[src/rtl/cpu_pkg.sv]
// cpu_pkg: shared opcodes, ALU/bus encodings, CCR bit indices and control states for the 8-bit CPU
package cpu_pkg;
  localparam logic [7:0] LDA_IMM = 8'h86;
  localparam logic [7:0] LDA_DIR = 8'h87;
  localparam logic [7:0] LDB_IMM = 8'h88;
  localparam logic [7:0] LDB_DIR = 8'h89;
  localparam logic [7:0] STA_DIR = 8'h96;
  localparam logic [7:0] STB_DIR = 8'h97;
  localparam logic [7:0] ADD_AB  = 8'h42;
  localparam logic [7:0] SUB_AB  = 8'h43;
  localparam logic [7:0] AND_AB  = 8'h44;
  localparam logic [7:0] OR_AB   = 8'h45;
  localparam logic [7:0] INCA    = 8'h46;
  localparam logic [7:0] INCB    = 8'h47;
  localparam logic [7:0] DECA    = 8'h48;
  localparam logic [7:0] DECB    = 8'h49;
  localparam logic [7:0] BRA     = 8'h20;
  localparam logic [7:0] BMI     = 8'h21;
  localparam logic [7:0] BPL     = 8'h22;
  localparam logic [7:0] BEQ     = 8'h23;
  localparam logic [7:0] BNE     = 8'h24;
  localparam logic [7:0] BVS     = 8'h25;
  localparam logic [7:0] BVC     = 8'h26;
  localparam logic [7:0] BCS     = 8'h27;
  localparam logic [7:0] BCC     = 8'h28;
  localparam logic [2:0] ALU_ADD  = 3'b000;
  localparam logic [2:0] ALU_SUB  = 3'b001;
  localparam logic [2:0] ALU_AND  = 3'b010;
  localparam logic [2:0] ALU_OR   = 3'b011;
  localparam logic [2:0] ALU_INCA = 3'b100;
  localparam logic [2:0] ALU_DECA = 3'b101;
  localparam logic [2:0] ALU_INCB = 3'b110;
  localparam logic [2:0] ALU_DECB = 3'b111;
  localparam logic [1:0] FROM_ALU = 2'b00;
  localparam logic [1:0] FROM_BUS = 2'b01;
  localparam logic [1:0] FROM_MEM = 2'b10;
  localparam logic [1:0] TO_PC    = 2'b00;
  localparam logic [1:0] TO_A     = 2'b01;
  localparam logic [1:0] TO_B     = 2'b10;
  localparam int CCR_N = 3;
  localparam int CCR_Z = 2;
  localparam int CCR_V = 1;
  localparam int CCR_C = 0;
  typedef enum logic [3:0] {
    FETCH_0, FETCH_1, FETCH_2, DECODE_3, S4, S5, S6, S7, S8
  } state_t;
  typedef enum logic [2:0] {
    OP_NOP, OP_LD_IMM, OP_LD_DIR, OP_ST_DIR, OP_ALU, OP_BRANCH
  } op_class_t;
  // Groups opcodes by the execute sequence they need.
  function automatic op_class_t op_class(input logic [7:0] ir);
    case (ir)
      LDA_IMM, LDB_IMM: return OP_LD_IMM;
      LDA_DIR, LDB_DIR: return OP_LD_DIR;
      STA_DIR, STB_DIR: return OP_ST_DIR;
      ADD_AB, SUB_AB, AND_AB, OR_AB, INCA, INCB, DECA, DECB: return OP_ALU;
      BRA, BMI, BPL, BEQ, BNE, BVS, BVC, BCS, BCC: return OP_BRANCH;
      default: return OP_NOP;
    endcase
  endfunction
  // ALU operation selected by an ALU-class opcode.
  function automatic logic [2:0] alu_code(input logic [7:0] ir);
    case (ir)
      SUB_AB:  return ALU_SUB;
      AND_AB:  return ALU_AND;
      OR_AB:   return ALU_OR;
      INCA:    return ALU_INCA;
      DECA:    return ALU_DECA;
      INCB:    return ALU_INCB;
      DECB:    return ALU_DECB;
      default: return ALU_ADD;
    endcase
  endfunction
  // Branch condition evaluated against the NZVC flags.
  function automatic logic branch_taken(input logic [7:0] ir, input logic [3:0] ccr);
    case (ir)
      BRA:     return 1'b1;
      BMI:     return ccr[CCR_N];
      BPL:     return !ccr[CCR_N];
      BEQ:     return ccr[CCR_Z];
      BNE:     return !ccr[CCR_Z];
      BVS:     return ccr[CCR_V];
      BVC:     return !ccr[CCR_V];
      BCS:     return ccr[CCR_C];
      BCC:     return !ccr[CCR_C];
      default: return 1'b0;
    endcase
  endfunction
endpackage

[src/rtl/control_unit.sv]
// control_unit: fetch/decode/execute sequencer driving the 8-bit CPU data path strobes
module control_unit
  import cpu_pkg::*;
#(
  parameter int WIDTH = 8
) (
  input  logic             clk,
  input  logic             reset,
  input  logic [WIDTH-1:0] IR,
  input  logic [3:0]       CCR,
  output logic             IR_LOAD,
  output logic             MAR_LOAD,
  output logic             PC_LOAD,
  output logic             PC_INC,
  output logic             A_LOAD,
  output logic             B_LOAD,
  output logic             CCR_LOAD,
  output logic [2:0]       ALU_SEL,
  output logic [1:0]       FROM_MEMORY_BUS_SEL,
  output logic [1:0]       TO_MEMORY_BUS_SEL,
  output logic             write
);
  state_t    state, next_state;
  op_class_t op;
  logic      taken;
  logic      dest_b;
  assign op     = op_class(IR);
  assign dest_b = (IR == INCB) || (IR == DECB);
  // State register; the branch decision is captured once in DECODE_3 so later CCR changes cannot alter it.
  always_ff @(posedge clk or posedge reset)
    if (reset) begin
      state <= FETCH_0;
      taken <= 1'b0;
    end else begin
      state <= next_state;
      if (state == DECODE_3) taken <= branch_taken(IR, CCR);
    end
  // Next-state selection; anything unencoded falls back to FETCH_0.
  always_comb begin
    next_state = FETCH_0;
    case (state)
      FETCH_0:  next_state = FETCH_1;
      FETCH_1:  next_state = FETCH_2;
      FETCH_2:  next_state = DECODE_3;
      DECODE_3: next_state = (op == OP_NOP) ? FETCH_0 : S4;
      S4:       next_state = (op == OP_ALU) ? FETCH_0 : S5;
      S5:       next_state = (op == OP_BRANCH && !taken) ? FETCH_0 : S6;
      S6:       next_state = (op == OP_LD_DIR || op == OP_ST_DIR) ? S7 : FETCH_0;
      S7:       next_state = (op == OP_LD_DIR) ? S8 : FETCH_0;
      default:  next_state = FETCH_0;
    endcase
  end
  // Output decode from state and IR; reset blanks every strobe immediately.
  always_comb begin
    IR_LOAD             = 1'b0;
    MAR_LOAD            = 1'b0;
    PC_LOAD             = 1'b0;
    PC_INC              = 1'b0;
    A_LOAD              = 1'b0;
    B_LOAD              = 1'b0;
    CCR_LOAD            = 1'b0;
    ALU_SEL             = ALU_ADD;
    FROM_MEMORY_BUS_SEL = FROM_ALU;
    TO_MEMORY_BUS_SEL   = TO_PC;
    write               = 1'b0;
    if (!reset)
      case (state)
        FETCH_0: begin
          MAR_LOAD            = 1'b1;
          FROM_MEMORY_BUS_SEL = FROM_BUS;
        end
        FETCH_1: PC_INC = 1'b1;
        FETCH_2: begin
          IR_LOAD             = 1'b1;
          FROM_MEMORY_BUS_SEL = FROM_MEM;
        end
        S4:
          if (op == OP_ALU) begin
            ALU_SEL  = alu_code(IR);
            CCR_LOAD = 1'b1;
            A_LOAD   = !dest_b;
            B_LOAD   = dest_b;
          end else begin
            MAR_LOAD            = 1'b1;
            FROM_MEMORY_BUS_SEL = FROM_BUS;
          end
        S5: PC_INC = (op != OP_BRANCH) || !taken;
        S6: begin
          FROM_MEMORY_BUS_SEL = FROM_MEM;
          MAR_LOAD            = (op == OP_LD_DIR) || (op == OP_ST_DIR);
          PC_LOAD             = (op == OP_BRANCH);
          A_LOAD              = (IR == LDA_IMM);
          B_LOAD              = (IR == LDB_IMM);
        end
        S7: begin
          write             = (op == OP_ST_DIR);
          TO_MEMORY_BUS_SEL = (IR == STA_DIR) ? TO_A : (IR == STB_DIR) ? TO_B : TO_PC;
        end
        S8: begin
          FROM_MEMORY_BUS_SEL = FROM_MEM;
          A_LOAD              = (IR == LDA_DIR);
          B_LOAD              = (IR == LDB_DIR);
        end
        default: ;
      endcase
  end
endmodule

[config.mk]
export PLATFORM = sky130hd
export DESIGN_NAME = control_unit
export DESIGN_NICKNAME = d
export VERILOG_FILES = /design/src/rtl/cpu_pkg.sv /design/src/rtl/control_unit.sv
export SDC_FILE = /design/constraint.sdc
export NUM_CORES = 1
export LEC_CHECK = 0
export ABC_AREA = 1
export CAP_MARGIN = 25
export CORE_ASPECT_RATIO = 1.25
export CORE_MARGIN = 2
export CORE_UTILIZATION = 49
export DETAILED_ROUTE_END_ITERATION = 16
export HOLD_SLACK_MARGIN = 0.08
export PLACE_DENSITY_LB_ADDON = 0.05
export SYNTH_ARGS = -nofsm -noshare
export SYNTH_HDL_FRONTEND = slang
export SYNTH_SLANG_ARGS = --single-unit
[constraint.sdc]
create_clock -name clk -period 3.02 [get_ports clk]
set_clock_uncertainty 0.05 [all_clocks]
set_input_delay 0.755 -clock clk [delete_from_list [all_inputs] [get_ports clk]]
set_output_delay 0.755 -clock clk [all_outputs]
set_load 0.02 [all_outputs]
* Yosys cells after proc, flatten, opt, wreduce, memory -nomap -nowiden
Cells that the tools add are included.
** Operators by class
- Order comparisons :: 0
- Equality and inequality tests :: 36
- Div/mod/pow operators :: 0
- Bitwise gates (word level) :: 0
- Add/sub/neg operators :: 0
- Mux-type cells :: 39
- Shift-type cells :: 0
- Multipliers :: 0
- Reductions and logical operators :: 18
** Operators by type and width (number)
- equality test 8 x 6 -> 1 bit (second input constant) :: 9
- equality test 8 x 7 -> 1 bit (second input constant) :: 8
- equality test 8 bit (second input constant) :: 6
- one-hot mux 4 bit (8 select lines) :: 1
- 2-to-1 mux 3 bit :: 7
- one-hot mux 3 bit (7 select lines) :: 1
- 2-to-1 mux 1 bit :: 17
- equality test 4 x 3 -> 1 bit (second input constant) :: 4
- one-hot mux 3 bit (5 select lines) :: 1
- 2-to-1 mux 2 bit :: 5
- one-hot mux 1 bit (3 select lines) :: 3
- one-hot mux 1 bit (9 select lines) :: 1
- OR reduction 9 bit :: 1
- equality test 4 x 2 -> 1 bit (second input constant) :: 2
- OR reduction 8 bit :: 1
- equality test 3 x 2 -> 1 bit (second input constant) :: 2
- equality test 3 bit (second input constant) :: 2
- logical NOT 1 bit :: 6
- one-hot mux 2 bit (3 select lines) :: 1
- OR reduction 2 bit :: 3
- equality test 4 x 1 -> 1 bit (second input constant) :: 1
- equality test 4 bit (second input constant) :: 1
- logical NOT 4 bit :: 1
- 2-to-1 mux 4 bit :: 1
- other kinds (6) :: 8
** Word-level totals
- Latch bits :: 0
- Logic and storage cells :: 95
- Memories kept :: 0
- Output and inout port bits :: 15
- ROM bits :: 0
- Bits in writable memories :: 0
- Bits in registers :: 5

* Logic depth before layout (Yosys ltp)
Gate-level depths: netlist of run 1.
- Depth after elaboration :: 7
- Depth in mapped cells :: 10
- Gate-level depth less buffers :: 10

* Worst setup path before layout of run 1
No wires, ideal clock.
- Path kind :: input-to-output
- Start :: input IR[4]
- End :: output write
- Stages :: 7
- Required time :: 2.215 ns
- Setup slack :: 0.376 ns
- Buffers on the path :: 0
- Arrival :: 1.839 ns
- Path through :: inv_1 nand2_2 nor2_2 nand2_1 nand2_1 nor2_1 nor3b_1
** Between the ends
- Word-level cells in the longest chain between the ends :: 6
** RTL lines
- start, declared :: RTL line control_unit.sv:9 : input logic [WIDTH-1:0] IR,
- equality test 8 x 6 -> 1 bit (tied with other cells) :: RTL line cpu_pkg.sv:52 : case (ir)
- OR reduction 9 bit (tied with other cells) :: RTL line cpu_pkg.sv:52
- one-hot mux 3 bit (5 select lines) * :: RTL line cpu_pkg.sv:52
- equality test 3 x 2 -> 1 bit * :: RTL line control_unit.sv:96 : write = (op == OP_ST_DIR);
- 2-to-1 mux 1 bit * :: RTL line control_unit.sv:67 : case (state)
- 2-to-1 mux 1 bit * :: RTL line control_unit.sv:66 : if (!reset)
- end, declared :: RTL line control_unit.sv:21 : output logic write
Mark *: on every way between the ends. The rest lies on a longest branch, timed or not.

* Final worst setup path of run 1
- Start :: input IR[2]
- End :: output write
Same word-level chain as after synthesis.

==> results of run 1 <==
==> per-stage QoR <==
| step | utilization | power (W) | setup TNS [ns] | area [um^2] |
|---|---|---|---|---|
| after detailed placement | 0.776 | 0.000368 | -5.90 | 1340 |
| final | 0.849 | 0.000460 | 0 | 1460 |
| after global placement | 0.776 | 0.000361 | -5.43 | 1340 |
| after global routing | 0.849 | 0.000495 | -0.0778 | 1460 |
| after CTS | 0.794 | 0.000449 | -0.0453 | 1370 |
| after floorplan | - | 0.000263 | 0 | 880 |
==> cell usage after synthesis (all sizes together) <==
| library cell | n |
|---|---|
| nand3 | 11 |
| nor2 | 35 |
| o21ai | 6 |
| clkbuf | 1 |
| nor3 | 8 |
| nor4 | 1 |
| inv | 25 |
| o31ai | 3 |
| a21oi | 4 |
| nand4 | 3 |
| a31oi | 1 |
| o22ai | 2 |
| dfrtp | 5 |
| nand2 | 54 |
| nor3b | 1 |
==> tightest hold or removal path, stage by stage (launching register included) <==
cell     delay (ns)
dfrtp_1        0.36
nand2_1        0.06
nand2_1        0.05
==> logic make-up (layout without fill, tap and decap cells) <==
group / count (synthesis) / in the layout / share of synthesized area
AO/OA/AOI/OAI: 16 / 16 / 0.112
flip-flops: 5 / 5 / 0.142
buffers and inverters: 26 / 79 / 0.111
AND/OR/NAND/NOR: 113 / 114 / 0.634
==> flip-flops by register name, summed over array words and instances (netlist names) <==
signal,flops
state,4
taken,1
==> layout by cell type, fill, tap and decap left out, drive strengths merged <==
master / instances
clkdlybuf4s50: 7
nand4: 3
clkinv: 1
nor3b: 1
inv: 25
o22ai: 2
buf: 31
a21oi: 4
nand2: 54
dfrtp: 5
clkbuf: 3
a31oi: 1
dlygate4sd2: 5
nor4: 1
nor2: 36
clkdlybuf4s15: 3
o31ai: 3
nor3: 8
nand3: 11
dlymetal6s2s: 4
o21ai: 6
==> layout make-up <==
cell class | count | area [um^2]
multi-input combinational | 130 | 772
timing repair buffer | 50 | 420
fill | 108 | 260
sequential | 5 | 125
inverter | 25 | 93.8
tap | 19 | 23.8
clock buffer | 3 | 22.5
clock inverter | 1 | 5.00
==> layer usage <==
| layer | vias up | share of wire | track usage |
|---|---|---|---|
| met5 | - | 0 | 0 |
| met4 | 0 | 0.020 | 0.129 |
| met3 | 8 | 0.028 | 0.0353 |
| met2 | 43 | 0.57 | 0.565 |
| met1 | 591 | 0.38 | 0.226 |
| li1 | 622 | - | - |
==> what timing repair did <==
item,CTS,global route
gates resized for setup,66,24
setup buffers,0,1
pin swaps,1,16
gates cloned,0,1
hold buffers,0,0
setup endpoints to repair,13,13
==> path summary, 6_finish.rpt <==
check / startpoint / end / slack [ns] / depth (start not counted)
max in group asynchronous: reset / state[0] / 2.00 / 3
min: taken / taken / 0.46 / 2
min in group asynchronous: reset / state[3] / 0.80 / 3
max reg2reg: state[1] / state[2] / 1.51 / 8
max: IR[2] / write / 0.08 / 9
min reg2reg: taken / taken / 0.46 / 2
==> power by group through the flow <==
stage          registers (W)  clock network [W]  logic, W
2_1_floorplan       0.000101                  0  0.000162
3_3_place_gp        0.000108                  0  0.000253
3_5_place_dp        0.000108                  0  0.000259
4_1_cts             0.000108          0.0000802  0.000260
5_1_grt             0.000111          0.0000865  0.000297
6_report            0.000109          0.0000791  0.000272
==> results.toml, run 1 <==
[cells_and_area]
n_antenna_cell = 0
num-nets-final = 229
stdcell_count = 233
drive_gt1_frac = 0.379
syn_to_final_growth_pct = 66.3

[critical_path]
worstPathRequired_ns = 2.21
cp-end-kind = "primary output"
cp_slowest_cell = "dlygate4sd2_1"
crit_arrival_ns = 2.14
critPathMaxStageDelay_ns = 0.29
worst-path-buf-inv = 3
critPathLaunchType = "primary input"
path_cells = "dlygate4sd2_1 > inv_2 > nand2_2 > nor2_1 > nand2_1 > nand2_1 > nor2_1 > nor3b_1 > buf_2"
cp_top_family = "simple AND/OR/NAND/NOR gates"
path_max_fanout = 3
crit_type = "primary input to primary output"

[floorplan]
initial_core_util = 0.511
pin_count = 29
coreArea_um2 = 1720
std_cell_rows = 17
dieArea_um2 = 2150
die_w_um = 41.9
die_h_um = 51.4

[power_and_ir_drop]
intPower_w = 0.000239
clkPwrFrac = 0.172
leakage_nw = 0.863
power.switching_w = 0.000221
comb_power_share = 0.591
p_seq_frac = 0.237
ir_worst_vdd_mv = 0.237
powerDensity_nw_per_um2 = 315
switching_share = 0.481

[yosys]
netlist_instances = 160
ys_seq_area_frac = 0.142
synth_cell_types = 25
yosys.area.top_type = "nand2_1"
synth-seq-cells = 5
syn_nets = 174
syn_area_um2 = 880
yosysTopAreaCellShare = 0.179
synth_area_leaders = "nand2_1 18%, dfrtp_1 14%, nor2_1 12%"
syn_area_per_cell_um2 = 5.50
yosys_warnings = 0

[drt]
drc = 0
wl_per_cell_um = 13.1
firstDrtPassIters = 4
via_per_inst = 5.42
vias = 1264
wirelength_um = 3060
initialDrtViolationCount = 27
final_antenna_net_count = 0

[sta]
setup_slack_ns = 0.0781
setup_viol = 0
relSlewSlack = 0.798
post-route-period-util = 0.974
tightest_slew_ns = 0.301
fmax_mhz = 340
maxSlewViolCount = 0
hold_slack_ns = 0.463
period_needed_ns = 2.94
hold_viol = 0

[placed_design]
dp_worst_setup_slack_ns = -0.562
dp_hpwl_um = 2180
placedCellCount = 227
portBuffers = 28
gp_congestion = 0.908

[job]
cap_violations = 0

[cts]
htree_levels = 1
path_clk_slew_ns = 0.05
cts_tree = "built"
clockBufferDepth = 2
worstSkewPairLatency_ns = 0.25
cts-root-buf = "clkbuf_4"
cts.sinks = 5
cts_buffers = 3

[grt]
overflow = 0
antenna_found_initial = 0
grt_pass1_wl_um = 4460
gr-usage-all-layers = 0.263
grt_pass1_vias = 1216
grt_max_degree = 11

[min_path]
hold_path.class = "flop to flop"

[outcome]
status = "completed"
(Power assumes the default switching activity.)
==> inputs of run 2 (changes only) <==
--- a/config.mk
+++ b/config.mk
@@ -6,10 +6,11 @@
 export NUM_CORES = 1
 export LEC_CHECK = 0
 export ABC_AREA = 1
+export ABC_CLOCK_PERIOD_IN_PS = 3020
 export CAP_MARGIN = 25
-export CORE_ASPECT_RATIO = 1.25
 export CORE_MARGIN = 2
 export CORE_UTILIZATION = 49
+export CTS_CLUSTER_SIZE = 8
 export DETAILED_ROUTE_END_ITERATION = 16
 export HOLD_SLACK_MARGIN = 0.08
 export PLACE_DENSITY_LB_ADDON = 0.05
==> results.toml, run 2 (synthesis gave the netlist of run 1 again) <==
[outcome]
status = "completed"

[cts]
path_clk_slew_ns = 0.04
clockBufferDepth = 2
cts.sinks = 5
cts-root-buf = "clkbuf_4"
cts_tree = "built"
htree_levels = 1
cts_buffers = 3
cts_hold_buf = 0
worstSkewPairLatency_ns = 0.24

[power_and_ir_drop]
power.switching_w = 0.000216
switching_share = 0.477
comb_power_share = 0.591
leakage_nw = 0.770
ir_worst_vdd_mv = 0.168
clkPwrFrac = 0.170
powerDensity_nw_per_um2 = 314
p_seq_frac = 0.239
intPower_w = 0.000236

[critical_path]
r2r-start = "state[3]"
crit_type = "primary input to primary output"
r2r_end = "state[2]"
path_max_fanout = 10
cp-end-kind = "primary output"
crit_arrival_ns = 2.10
reg2reg_depth = 8
reg2reg_slack_ns = 1.50
worstPathRequired_ns = 2.21
critPathLaunchType = "primary input"

[min_path]
min_from = "taken"
hold_path.class = "flop to flop"
min_to = "taken"
min_path_cells = 2

[grt]
antenna_found_initial = 0
gr-usage-all-layers = 0.299
grt_pass1_vias = 1141
grt_pass1_wl_um = 4640
grt_max_degree = 11
overflow = 0

[sta]
setup_viol = 0
grt_setup_unrepaired = "false"
hold_viol = 0
fmax_mhz = 344
period_needed_ns = 2.91
maxSlewViolCount = 0
post-route-period-util = 0.963
relSlewSlack = 0.694
tightest_slew_ns = 0.455

[cells_and_area]
fill_cells = 113
final_cell_mix = "29 x nand2_1, 24 x nor2_1, 23 x buf_4"
drive_gt1_frac = 0.392
stdcell_count = 237
final_common_cell = "nand2_1"
reg_top3 = "state x4, taken x1"
seq_area_um2 = 125
n_antenna_cell = 0
largest_register = "state"
syn_to_final_growth_pct = 63.7
largest_register_ffs = 4
fin_util = 0.843
num-nets-final = 227
multi_input_area_um2 = 762

[placed_design]
dp_hpwl_um = 2250
placedCellCount = 230
portBuffers = 28
gp_congestion = 0.868

[drt]
wirelength_um = 2880
wl_per_cell_um = 12.2
via_per_inst = 5.26
initialDrtViolationCount = 35
drc = 0
firstDrtPassIters = 4
vias = 1246
final_antenna_net_count = 0

[floorplan]
dieArea_um2 = 2150
initial_core_util = 0.515
std_cell_rows = 15
pin_count = 29
die_h_um = 46.4
die_w_um = 46.4
coreArea_um2 = 1710

[job]
cap_violations = 0
==> run 2: cell types whose count changed in the layout (fill, tap and decap cells not counted), moves of 2 or more <==
cell / change
buf_4: -2
nand2_1: -3
nand2_2: +9
nand2_4: -6
nor2_1: -3
nor2_4: +2
==> run 2: timing repair <==
action / CTS / global route
gates resized for setup: 72 / 16
gates cloned: 1 / 0
setup buffers: 1 / 1
pin swaps: 8 / 9
endpoints found under the setup margin: 13 / 13
==> run 2: power by group through the flow <==
stage	clock, W	sequential (W)	combinational, W
detailed placement	0	0.000108	0.000260
CTS	0.0000800	0.000107	0.000260
floorplan	0	0.000101	0.000162
global route	0.0000841	0.000110	0.000295
finish	0.0000768	0.000108	0.000267
global placement	0	0.000106	0.000252
==> run 2: critical path, stage by stage <==
cell and delay, ns:
clkdlybuf4s50_1 0.42, buf_4 0.18, a31oi_1 0.13, clkdlybuf4s50_1 0.62
==> run 2: through the flow <==
stage / power [W] / TNS (ns) / setup slack (ns) / hold WS, ns / instance area, um^2
after floorplan: 0.000263 / 0 / 0.376 / 0.414 / 880
after global placement: 0.000358 / -5.20 / -0.551 / 0.440 / 1320
after detailed placement: 0.000368 / -5.76 / -0.575 / 0.450 / 1320
after CTS: 0.000447 / -0.0373 / -0.0155 / 0.463 / 1390
after global routing: 0.000489 / 0 / 0.0164 / 0.479 / 1440
final: 0.000452 / 0 / 0.113 / 0.457 / 1440
==> run 2: worst max-delay path by stage <==
stage / from / end / slack (ns) / depth (start not counted)
final: reset / FROM_MEMORY_BUS_SEL[1] / 0.11 / 4
after global routing: IR[1] / A_LOAD / 0.02 / 11
after CTS: IR[7] / FROM_MEMORY_BUS_SEL[0] / -0.02 / 10
after detailed placement: IR[1] / A_LOAD / -0.58 / 11
after global placement: IR[1] / A_LOAD / -0.55 / 11
after floorplan: IR[4] / write / 0.38 / 7
==> run 2: final cells by class <==
type | instances | share of cell area
multi-input cells | 130 | 0.529
repair buffers | 48 | 0.279
flip-flops and latches | 5 | 0.0869
inverters | 25 | 0.0652
well taps | 25 | 0.0217
clock buffers | 4 | 0.0182
==> run 2: metal layers <==
layer  vias to the layer above  wire (um)  GRT usage
met5                         -          0          0
met4                         0         87      0.149
met3                        14        140     0.0157
met2                        49       1530      0.558
met1                       563       1130      0.335
li1                        620          -          -
